## src/rtl/vp_mem_pkg.sv

```systemverilog
// Shared definitions for vertex processor data-memory clients.
// Holds default memory geometry and the burst controller state encoding.
package vp_mem_pkg;

    localparam int VP_ADDR_W     = 8;
    localparam int VP_DATA_W     = 128;
    localparam int VP_RBUF_DEPTH = 2;

    typedef enum logic [1:0] {
        ST_IDLE  = 2'd0,
        ST_WRITE = 2'd1,
        ST_READ  = 2'd2,
        ST_DRAIN = 2'd3
    } burst_state_e;

endpackage

```

## src/rtl/dmem_rbuf.sv

```systemverilog
// Two-entry read response buffer holding {last, data}.
// The head entry is presented combinationally and stays stable until popped.
module dmem_rbuf
    import vp_mem_pkg::*;
#(
    parameter int DATA_W = VP_DATA_W
) (
    input  logic              clk,
    input  logic              rst,
    input  logic              push,
    input  logic              push_last,
    input  logic [DATA_W-1:0] push_data,
    input  logic              pop,
    output logic [1:0]        count,
    output logic              head_last,
    output logic [DATA_W-1:0] head_data
);

    logic [DATA_W:0] slot [2];
    logic            rd_ptr;
    logic            wr_ptr;
    logic            pop_ok;
    logic            push_ok;

    // A pop frees the head slot in the same cycle, so a full buffer can still accept a push.
    assign pop_ok  = pop && (count != 2'd0);
    assign push_ok = push && ((count != 2'd2) || pop_ok);

    assign {head_last, head_data} = slot[rd_ptr];

    // Storage, pointers and occupancy count.
    always_ff @(posedge clk) begin
        if (rst) begin
            slot[0] <= '0;
            slot[1] <= '0;
            rd_ptr  <= 1'b0;
            wr_ptr  <= 1'b0;
            count   <= 2'd0;
        end else begin
            if (push_ok) begin
                slot[wr_ptr] <= {push_last, push_data};
                wr_ptr       <= ~wr_ptr;
            end
            if (pop_ok) begin
                rd_ptr <= ~rd_ptr;
            end
            count <= count + {1'b0, push_ok} - {1'b0, pop_ok};
        end
    end

endmodule

```

## src/rtl/dmem_burst_ctrl.sv

```systemverilog
// Burst load/store controller for the vertex processor data memory.
// Streams write beats into memory, or read beats out through a 2-entry
// response buffer that hides the memory's one-cycle read latency.
//
// state    | meaning
// ---------+-----------------------------------------------------------
// ST_IDLE  | waiting for a burst command, cmd_ready high
// ST_WRITE | passing accepted write beats straight to memory
// ST_READ  | issuing read addresses while the buffer has room
// ST_DRAIN | all reads issued, waiting for the last beat to be taken
module dmem_burst_ctrl
    import vp_mem_pkg::*;
#(
    parameter int ADDR_W     = VP_ADDR_W,
    parameter int DATA_W     = VP_DATA_W,
    parameter int RBUF_DEPTH = VP_RBUF_DEPTH
) (
    input  logic              clk,
    input  logic              rst,
    input  logic              cmd_valid,
    output logic              cmd_ready,
    input  logic              cmd_we,
    input  logic [ADDR_W-1:0] cmd_addr,
    input  logic [ADDR_W-1:0] cmd_len,
    input  logic              wr_valid,
    output logic              wr_ready,
    input  logic [DATA_W-1:0] wr_data,
    output logic              rd_valid,
    input  logic              rd_ready,
    output logic [DATA_W-1:0] rd_data,
    output logic              rd_last,
    output logic              busy,
    output logic              mem_we,
    output logic [ADDR_W-1:0] mem_addr,
    output logic [DATA_W-1:0] mem_data_in,
    input  logic [DATA_W-1:0] mem_data_out
);

    // Only a depth of two is supported; the issue limit below assumes it.
    localparam logic [2:0] RBUF_LIMIT = 3'(RBUF_DEPTH);

    burst_state_e      state;
    logic [ADDR_W-1:0] addr_cnt;
    logic [ADDR_W-1:0] beats_left;
    logic              inflight;
    logic              inflight_last;
    logic [1:0]        rb_count;
    logic              rb_head_last;
    logic [DATA_W-1:0] rb_head_data;
    logic              pop;
    logic              issue;
    logic              drain_done;
    logic [2:0]        occupancy;

    assign cmd_ready   = (state == ST_IDLE);
    assign busy        = (state != ST_IDLE);
    assign wr_ready    = (state == ST_WRITE);
    assign mem_we      = wr_ready && wr_valid;
    assign mem_addr    = addr_cnt;
    assign mem_data_in = wr_data;

    assign rd_valid = (rb_count != 2'd0);
    assign rd_data  = rb_head_data;
    assign rd_last  = rd_valid && rb_head_last;
    assign pop      = rd_valid && rd_ready;

    // Beats already owed to the buffer after this cycle's pop; an issue now lands one cycle later.
    assign occupancy  = {1'b0, rb_count} + {2'b00, inflight} - {2'b00, pop};
    assign issue      = (state == ST_READ) && (occupancy < RBUF_LIMIT);
    assign drain_done = !inflight && (rb_count == {1'b0, pop});

    dmem_rbuf #(
        .DATA_W (DATA_W)
    ) u_rbuf (
        .clk       (clk),
        .rst       (rst),
        .push      (inflight),
        .push_last (inflight_last),
        .push_data (mem_data_out),
        .pop       (pop),
        .count     (rb_count),
        .head_last (rb_head_last),
        .head_data (rb_head_data)
    );

    // Burst sequencing: address/beat counters, read-in-flight tracking and state.
    always_ff @(posedge clk) begin
        if (rst) begin
            state         <= ST_IDLE;
            addr_cnt      <= '0;
            beats_left    <= '0;
            inflight      <= 1'b0;
            inflight_last <= 1'b0;
        end else begin
            inflight      <= issue;
            inflight_last <= issue && (beats_left == '0);
            case (state)
                ST_IDLE: begin
                    if (cmd_valid) begin
                        addr_cnt   <= cmd_addr;
                        beats_left <= cmd_len;
                        state      <= cmd_we ? ST_WRITE : ST_READ;
                    end
                end
                ST_WRITE: begin
                    if (wr_valid) begin
                        addr_cnt <= addr_cnt + 1'b1;
                        if (beats_left == '0) begin
                            state <= ST_IDLE;
                        end else begin
                            beats_left <= beats_left - 1'b1;
                        end
                    end
                end
                ST_READ: begin
                    if (issue) begin
                        addr_cnt <= addr_cnt + 1'b1;
                        if (beats_left == '0) begin
                            state <= ST_DRAIN;
                        end else begin
                            beats_left <= beats_left - 1'b1;
                        end
                    end
                end
                ST_DRAIN: begin
                    if (drain_done) begin
                        state <= ST_IDLE;
                    end
                end
                default: state <= ST_IDLE;
            endcase
        end
    end

endmodule

```

## config.mk

```make
export PLATFORM = sky130hd
export DESIGN_NAME = dmem_burst_ctrl
export DESIGN_NICKNAME = d
export VERILOG_FILES = /design/src/rtl/vp_mem_pkg.sv /design/src/rtl/dmem_rbuf.sv /design/src/rtl/dmem_burst_ctrl.sv
export SDC_FILE = /design/constraint.sdc
export NUM_CORES = 1
export LEC_CHECK = 0
export CAP_MARGIN = 0
export CORE_AREA = 2 2 211 213
export DETAILED_ROUTE_END_ITERATION = 10
export DIE_AREA = 0 0 213 215
export HOLD_SLACK_MARGIN = 0.08
export MAX_ROUTING_LAYER = met4
export PLACE_DENSITY = 0.64
export SLEW_MARGIN = 20
export SYNTH_ARGS = -nofsm -noshare
export SYNTH_HDL_FRONTEND = slang
export SYNTH_SLANG_ARGS = --single-unit
```

## constraint.sdc

```tcl
create_clock -name clk -period 19.7 [get_ports clk]
set_clock_uncertainty 0.05 [all_clocks]
set_input_delay 4.925 -clock clk [delete_from_list [all_inputs] [get_ports clk]]
set_output_delay 4.925 -clock clk [all_outputs]
set_load 0.01 [all_outputs]
```

==> impl_metrics.prom, run 1 <==
# TYPE chip_impl_metric gauge
chip_impl_metric{name="wl",unit="microns"} 39400
chip_impl_info{name="critical-path-top-cell-by-count",value="clkdlybuf4s50_1"} 1
chip_impl_metric{name="synthesis.nets",unit=""} 1308
chip_impl_info{name="cell_breakdown_of_the_critical_path",value="clkdlybuf4s50_1, and2_1, clkdlybuf4s50_1"} 1
chip_impl_metric{name="drt-met1-wl",unit="microns"} 13400
chip_impl_metric{name="wire_length_of_the_first_global_routing_pass",unit="microns"} 55700
chip_impl_metric{name="max-vdd-ir-drop",unit="mV"} 0.0715
chip_impl_metric{name="synthesis.yosys.warnings",unit=""} 0
chip_impl_metric{name="timing.slew.headroom",unit="%"} 39.3
chip_impl_metric{name="leakagePower",unit="nW"} 6.29
chip_impl_metric{name="nNetsFinal",unit=""} 1462
chip_impl_metric{name="placement.io_buffers",unit=""} 291
chip_impl_metric{name="detail_route.wl_per_cell",unit="microns"} 22.0
chip_impl_metric{name="setup_violations",unit=""} 0
chip_impl_metric{name="number_of_drc_violations_after_detailed_routing",unit=""} 0
chip_impl_info{name="cts_tree",value="yes"} 1
chip_impl_metric{name="max_freq",unit="GHz"} 0.0895
chip_impl_metric{name="area_growth",unit="%"} 26.6
chip_impl_info{name="top_cell_types_by_occurrence_after_synthesis",value="and2_1 (262), edfxtp_1 (258), buf_4 (128), mux2_2 (128), clkbuf_1 (53)"} 1
chip_impl_metric{name="crit_path_max_fanout",unit=""} 2
chip_impl_metric{name="grt_pass1_vias",unit=""} 8343
chip_impl_metric{name="drive_gt1_share",unit="%"} 16.1
chip_impl_info{name="worst-setup-path-type",value="input port to primary output"} 1
chip_impl_metric{name="floorplan.die.height",unit="microns"} 215
chip_impl_metric{name="drc_marker_count_from_the_first_detailed_route_iteration",unit=""} 430
chip_impl_metric{name="layoutNonFillerInstCount",unit=""} 1793
chip_impl_metric{name="portion_of_the_clock_cycle_consumed_by_the_worst_path_in_the_final_layout",unit="%"} 56.7
chip_impl_metric{name="synth_register_bits",unit=""} 283
chip_impl_metric{name="floorplan.die.width",unit="microns"} 213
chip_impl_info{name="end_kind",value="primary output"} 1
chip_impl_info{name="post-synth-top-area-cell",value="edfxtp_1"} 1
chip_impl_metric{name="final_period_minus_worst_setup_slack",unit="ps"} 11170
chip_impl_metric{name="post_cts_hold_buffer_count",unit=""} 0
chip_impl_metric{name="insertion_delay",unit="ps"} 560
chip_impl_metric{name="synth_cells",unit=""} 1019
chip_impl_info{name="highest-signal-layer",value="met4"} 1
chip_impl_metric{name="synth_enable_flop_cells",unit=""} 258
chip_impl_metric{name="report.final.slew_viol_count",unit=""} 0
chip_impl_metric{name="post-cts-setup-buffer-count",unit=""} 0
chip_impl_metric{name="timing_worst_slew_pin_value",unit="ps"} 910
chip_impl_metric{name="ctsHtreeMaxLevel",unit=""} 1
chip_impl_metric{name="clkSinkCount",unit=""} 283
chip_impl_metric{name="detailedRoute.firstPassIterationCount",unit=""} 4
chip_impl_metric{name="ctsLongestPathBuffers",unit=""} 3
chip_impl_metric{name="final-hold-violation-count",unit=""} 0
chip_impl_info{name="synth_flop_type",value="edfxtp_1"} 1
chip_impl_metric{name="met2_wirelength",unit="microns"} 18900
chip_impl_metric{name="postRouteAntennaNets",unit=""} 0
chip_impl_metric{name="antenna_found_initial",unit=""} 3
chip_impl_metric{name="viasPerCell",unit=""} 4.63
chip_impl_metric{name="worst_path_largest_cell_delay",unit="ps"} 590
chip_impl_metric{name="synth_top_cell_area_share",unit="%"} 57.0
chip_impl_metric{name="clk_transition_reported_paths",unit="ps"} 60
chip_impl_metric{name="met3_length",unit="microns"} 6250
chip_impl_metric{name="grt_max_degree",unit=""} 105
chip_impl_metric{name="avgSynthCellArea",unit="sq um"} 13.3
chip_impl_info{name="post_synth_main_area_contributors",value="edfxtp_1 (57%), and2_1 (12%), mux2_2 (11%)"} 1
chip_impl_info{name="grt_setup_unrepaired",value="no"} 1
chip_impl_metric{name="final.hold.worst_slack",unit="ps"} 448
chip_impl_metric{name="vias",unit=""} 8301
chip_impl_metric{name="postLayoutCoreUtil",unit="%"} 39.4
chip_impl_info{name="cts-root-buf",value="clkbuf_16"} 1
chip_impl_metric{name="dp_hpwl",unit="microns"} 27000
chip_impl_metric{name="grt_usage",unit="%"} 17.0
chip_impl_info{name="worst_hold_path_type",value="flop to flop"} 1
chip_impl_metric{name="syn_area",unit="sq um"} 13600
chip_impl_metric{name="total_power_of_the_final_layout",unit="mW"} 2.04
chip_impl_metric{name="numPlacedInstances",unit=""} 1731
chip_impl_metric{name="numCtsBuffers",unit=""} 31
chip_impl_metric{name="cellPowerDensity",unit="nW/um^2"} 118
chip_impl_metric{name="dieArea",unit="sq um"} 45800
chip_impl_metric{name="synth_seq_area_share",unit="%"} 60.7
chip_impl_metric{name="core_region_area",unit="sq um"} 43600
chip_impl_metric{name="crit_required",unit="ps"} 14730
chip_impl_metric{name="yosysUniqueCellTypes",unit=""} 43
chip_impl_metric{name="top_ports",unit=""} 548
chip_impl_metric{name="initial_utilization",unit="%"} 31.1
chip_impl_metric{name="gp_congestion",unit=""} 0.881
chip_impl_metric{name="setup_total_negative_slack",unit="ps"} 0
chip_impl_metric{name="async_flop_share",unit="%"} 0
chip_impl_metric{name="num_rows",unit=""} 77
chip_impl_metric{name="cap_violations",unit=""} 0
chip_impl_info{name="yosys.cell_count.top_type",value="and2_1"} 1
chip_impl_info{name="status",value="finished clean"} 1
chip_impl_info{name="critical_path.startpoint_type",value="input port"} 1
chip_impl_metric{name="gr-total-overflow",unit=""} 0
chip_impl_metric{name="crit_arrival",unit="ps"} 6200
chip_impl_info{name="crit_slowest_cell",value="clkdlybuf4s50_1"} 1
chip_impl_metric{name="cts_resized",unit=""} 0
-- stage by stage --
stage	worst slack, ps	area (sq um)
floorplan	4820	13600
global placement	8520	16200
detailed placement	8520	16200
CTS	8500	17200
global route	8480	17200
finish	8530	17200
-- power by group --
part / switching, mW / internal, mW
clock network: 0.240 / 0.327
registers: 0.0444 / 0.745
logic: 0.322 / 0.358
-- path summary, 6_finish.rpt --
check                  startpoint       endpoint  slack [ps]  cells after the start
setup reg to reg  u_rbuf.count[1]  beats_left[0]       15910                     10
hold reg to reg       mem_addr[7]    mem_addr[7]         450                      2
setup / recovery         wr_valid         mem_we        8530                      3
hold / removal        mem_addr[7]    mem_addr[7]         450                      2
-- kinds of logic (layout without fill, tap and decap cells) --
logic type / after synthesis / in the layout / share of synthesized area [%]
adder cells (fa/ha/maj): 11 / 11 / 1.07
XOR/XNOR: 4 / 4 / 0.258
buffers and inverters: 197 / 376 / 9.00
AND/OR/NAND/NOR: 334 / 334 / 14.9
AO/OA/AOI/OAI: 60 / 60 / 3.34
flip-flops: 283 / 283 / 60.7
multiplexers: 130 / 130 / 10.8
other: 0 / 3 / 0
-- sequential cells by signal, summed over array words and instances, names as in the netlist, named ones only --
signal and flops:
beats_left 8, inflight 1, inflight_last 1, mem_addr 8
state 2, u_rbuf.count 2, u_rbuf.rd_ptr 1, u_rbuf.slot 258
u_rbuf.wr_ptr 1
-- final cells by class --
type,count,area [sq um]
antenna,3,7.51
inverter,14,52.6
clock buffer,38,802
tap,592,741
timing repair buffer,304,3030
fill,4145,26400
multi-input combinational,539,4140
sequential,283,8250
clock inverter,20,179
-- layer usage --
layer  vias up  GRT usage (%)
met4         0           4.38
met5         -              -
met3        63           11.1
li1       3786              -
met1      3963           16.5
met2       489           27.8
-- cell usage in the layout, fill, tap and decap left out, drive strengths merged, types with 4 or more instances in the layout --
cell type      count
clkdlybuf4s50    291
and2             262
edfxtp           258
mux2             128
clkbuf            38
dfxtp             25
a21oi             19
inv               16
nand2             14
clkinv            14
o31ai             13
buf               13
nor2              12
nand3             10
ha                10
nor2b              7
nand2b             7
o32ai              5
and3               5
o41ai              5
nor3               4
-- critical path, delay by kind of cell --
kind	cells	cell delay, ps
buffers and inverters	2	1100
and+or+nand+nor	1	170
Power figures use the tool's default switching activity.
==> run 2, diff against run 1 <==
==> constraint.sdc (replaced) <==
create_clock -name clk -period 10.76 [get_ports clk]
set_clock_uncertainty 0.05 [all_clocks]
set_input_delay 2.69 -clock clk [delete_from_list [all_inputs] [get_ports clk]]
set_output_delay 2.69 -clock clk [all_outputs]
set_load 0.01 [all_outputs]
==> run 2 against run 1 <==
Net effect: cell area is 0.25% lower; via count hardly changed; register-to-register slack worse by 8900 ps; clock-buffer cell count is 3 lower; largest power group unchanged.
==> impl_metrics.prom, run 2 (same netlist as run 1, synthesis figures left out) <==
# TYPE chip_impl_metric gauge
chip_impl_metric{name="num_rows",unit=""} 77
chip_impl_metric{name="timing.slew.headroom",unit="%"} 29.9
chip_impl_metric{name="final_period_minus_worst_setup_slack",unit="ps"} 6630
chip_impl_info{name="grt_setup_unrepaired",value="no"} 1
chip_impl_metric{name="crit_arrival",unit="ps"} 3890
chip_impl_metric{name="viasPerCell",unit=""} 4.64
chip_impl_metric{name="post_cts_hold_buffer_count",unit=""} 0
chip_impl_metric{name="r2r_setup_slack",unit="ps"} 7040
chip_impl_info{name="most-common-layout-cells",value="clkdlybuf4s50_1 (291), and2_1 (262), edfxtp_1 (258), mux2_2 (128), clkbuf_16 (31)"} 1
chip_impl_metric{name="number_of_drc_violations_after_detailed_routing",unit=""} 0
chip_impl_info{name="critical_path.startpoint_type",value="input port"} 1
chip_impl_metric{name="setup_violations",unit=""} 0
chip_impl_info{name="cts_tree",value="yes"} 1
chip_impl_metric{name="max_freq",unit="GHz"} 0.151
chip_impl_metric{name="nNetsFinal",unit=""} 1460
chip_impl_metric{name="ctsHtreeMaxLevel",unit=""} 1
chip_impl_info{name="setup.worst_path.start",value="wr_valid"} 1
chip_impl_metric{name="floorplan.die.width",unit="microns"} 213
chip_impl_metric{name="detail_route.wl_per_cell",unit="microns"} 22.0
chip_impl_info{name="largest_register_by_flop_count",value="u_rbuf.slot"} 1
chip_impl_metric{name="area_growth",unit="%"} 26.3
chip_impl_metric{name="drive_gt1_share",unit="%"} 16.2
chip_impl_metric{name="worst_reg_to_reg_cells",unit=""} 10
chip_impl_metric{name="report.final.slew_viol_count",unit=""} 0
chip_impl_info{name="status",value="finished clean"} 1
chip_impl_info{name="worst_flop_to_flop_path_startpoint",value="u_rbuf.count[1]"} 1
chip_impl_metric{name="post-cts-setup-buffer-count",unit=""} 0
chip_impl_metric{name="cap_violations",unit=""} 0
chip_impl_metric{name="final-hold-violation-count",unit=""} 0
chip_impl_metric{name="grt_usage",unit="%"} 17.0
chip_impl_metric{name="top_ports",unit=""} 548
chip_impl_metric{name="insertion_delay",unit="ps"} 570
chip_impl_metric{name="grt_pass1_vias",unit=""} 8509
chip_impl_metric{name="postRouteAntennaNets",unit=""} 0
chip_impl_metric{name="vias",unit=""} 8293
chip_impl_metric{name="grt_max_degree",unit=""} 102
chip_impl_metric{name="placement.io_buffers",unit=""} 291
chip_impl_metric{name="wire_length_of_the_first_global_routing_pass",unit="microns"} 56200
chip_impl_metric{name="numCtsBuffers",unit=""} 31
chip_impl_metric{name="wl",unit="microns"} 39300
chip_impl_info{name="cts-root-buf",value="clkbuf_16"} 1
chip_impl_metric{name="initial_utilization",unit="%"} 31.1
chip_impl_metric{name="crit_path_max_fanout",unit=""} 2
chip_impl_metric{name="cts_resized",unit=""} 0
chip_impl_info{name="end_kind",value="primary output"} 1
chip_impl_metric{name="timing_worst_slew_pin_value",unit="ps"} 1050
chip_impl_info{name="crit-reg2reg-capture",value="beats_left[0]"} 1
chip_impl_metric{name="ctsLongestPathBuffers",unit=""} 3
chip_impl_info{name="mostFrequentLayoutCell",value="clkdlybuf4s50_1"} 1
chip_impl_metric{name="crit_required",unit="ps"} 8020
chip_impl_metric{name="portion_of_the_clock_cycle_consumed_by_the_worst_path_in_the_final_layout",unit="%"} 61.7
chip_impl_info{name="critPathCapture",value="mem_we"} 1
chip_impl_metric{name="antenna_found_initial",unit=""} 2
chip_impl_metric{name="clkSinkCount",unit=""} 283
chip_impl_metric{name="core_region_area",unit="sq um"} 43600
chip_impl_metric{name="postLayoutCoreUtil",unit="%"} 39.3
chip_impl_metric{name="gp_congestion",unit=""} 0.841
chip_impl_metric{name="max-vdd-ir-drop",unit="mV"} 0.112
chip_impl_metric{name="dp_hpwl",unit="microns"} 27000
chip_impl_metric{name="clk_transition_reported_paths",unit="ps"} 60
chip_impl_metric{name="nFillCells",unit=""} 4112
chip_impl_metric{name="detailedRoute.firstPassIterationCount",unit=""} 5
chip_impl_metric{name="setup_total_negative_slack",unit="ps"} 0
chip_impl_metric{name="cellPowerDensity",unit="nW/um^2"} 217
chip_impl_metric{name="drc_marker_count_from_the_first_detailed_route_iteration",unit=""} 526
chip_impl_info{name="worst-setup-path-type",value="input port to primary output"} 1
chip_impl_metric{name="gr-total-overflow",unit=""} 0
chip_impl_metric{name="dieArea",unit="sq um"} 45800
chip_impl_metric{name="leakagePower",unit="nW"} 6.28
chip_impl_metric{name="floorplan.die.height",unit="microns"} 215
chip_impl_info{name="worst_hold_path_type",value="flop to flop"} 1
chip_impl_metric{name="largest_register_ffs",unit=""} 258
==> run 2: cell count changes in the layout (fill, tap and decap cells not counted) <==
cell,change
buf_16,-1
buf_4,-1
clkinv_4,-1
clkbuf_1,-3
clkinv_2,+3
diode_2,-1
==> run 2: report_power, final <==
group,switching [mW],internal [mW]
combinational,0.570,0.656
clock,0.442,0.597
sequential,0.101,1.36
total,1.11,2.62
==> run 2: worst max-delay path, stage by stage <==
cell,delay (ps)
clkdlybuf4s50_1,470
and2_1,170
clkdlybuf4s50_1,570
==> run 2: worst min-delay path by stage <==
stage                  startpoint       endpoint  slack (ps)  cells after the start
finish              beats_left[5]  beats_left[5]         460                      2
detailed placement  beats_left[5]  beats_left[5]         430                      2
global placement    beats_left[7]  beats_left[7]         430                      2
CTS                 beats_left[5]  beats_left[5]         450                      2
floorplan           beats_left[5]  beats_left[5]         410                      2
global route        beats_left[7]  beats_left[7]         490                      2
==> run 2: per-layer routing <==
metal,track usage [%],vias to the layer above,wire [microns]
met2,27.5,451,18900
met1,17.6,4007,14000
li1,-,3777,-
met3,10.0,58,5880
met4,3.68,0,529
met5,-,-,0
==> run 2: per-stage QoR <==
stage                     cells  instance area (sq um)  hold slack, ps  total power, mW  worst slack, ps
after detailed placement   1730                  16200             432             2.72             4140
after global placement     1730                  16200             429             2.71             4100
final                      1789                  17200             457             3.73             4130
after CTS                  1787                  17200             451             3.79             4120
after floorplan            1019                  13600             410             2.20             1600
after global routing       1789                  17200             485             3.92             4080
==> run 2: layout make-up <==
cell class | count | area [sq um] | area share, %
diodes | 2 | 5.00 | 0.0292
repair buffers | 302 | 3000 | 17.5
inverters | 14 | 52.6 | 0.306
flip-flops and latches | 283 | 8250 | 48.1
multi-input cells | 539 | 4140 | 24.1
well taps | 592 | 741 | 4.32
clock inverters | 22 | 185 | 1.08
clock buffers | 35 | 791 | 4.61
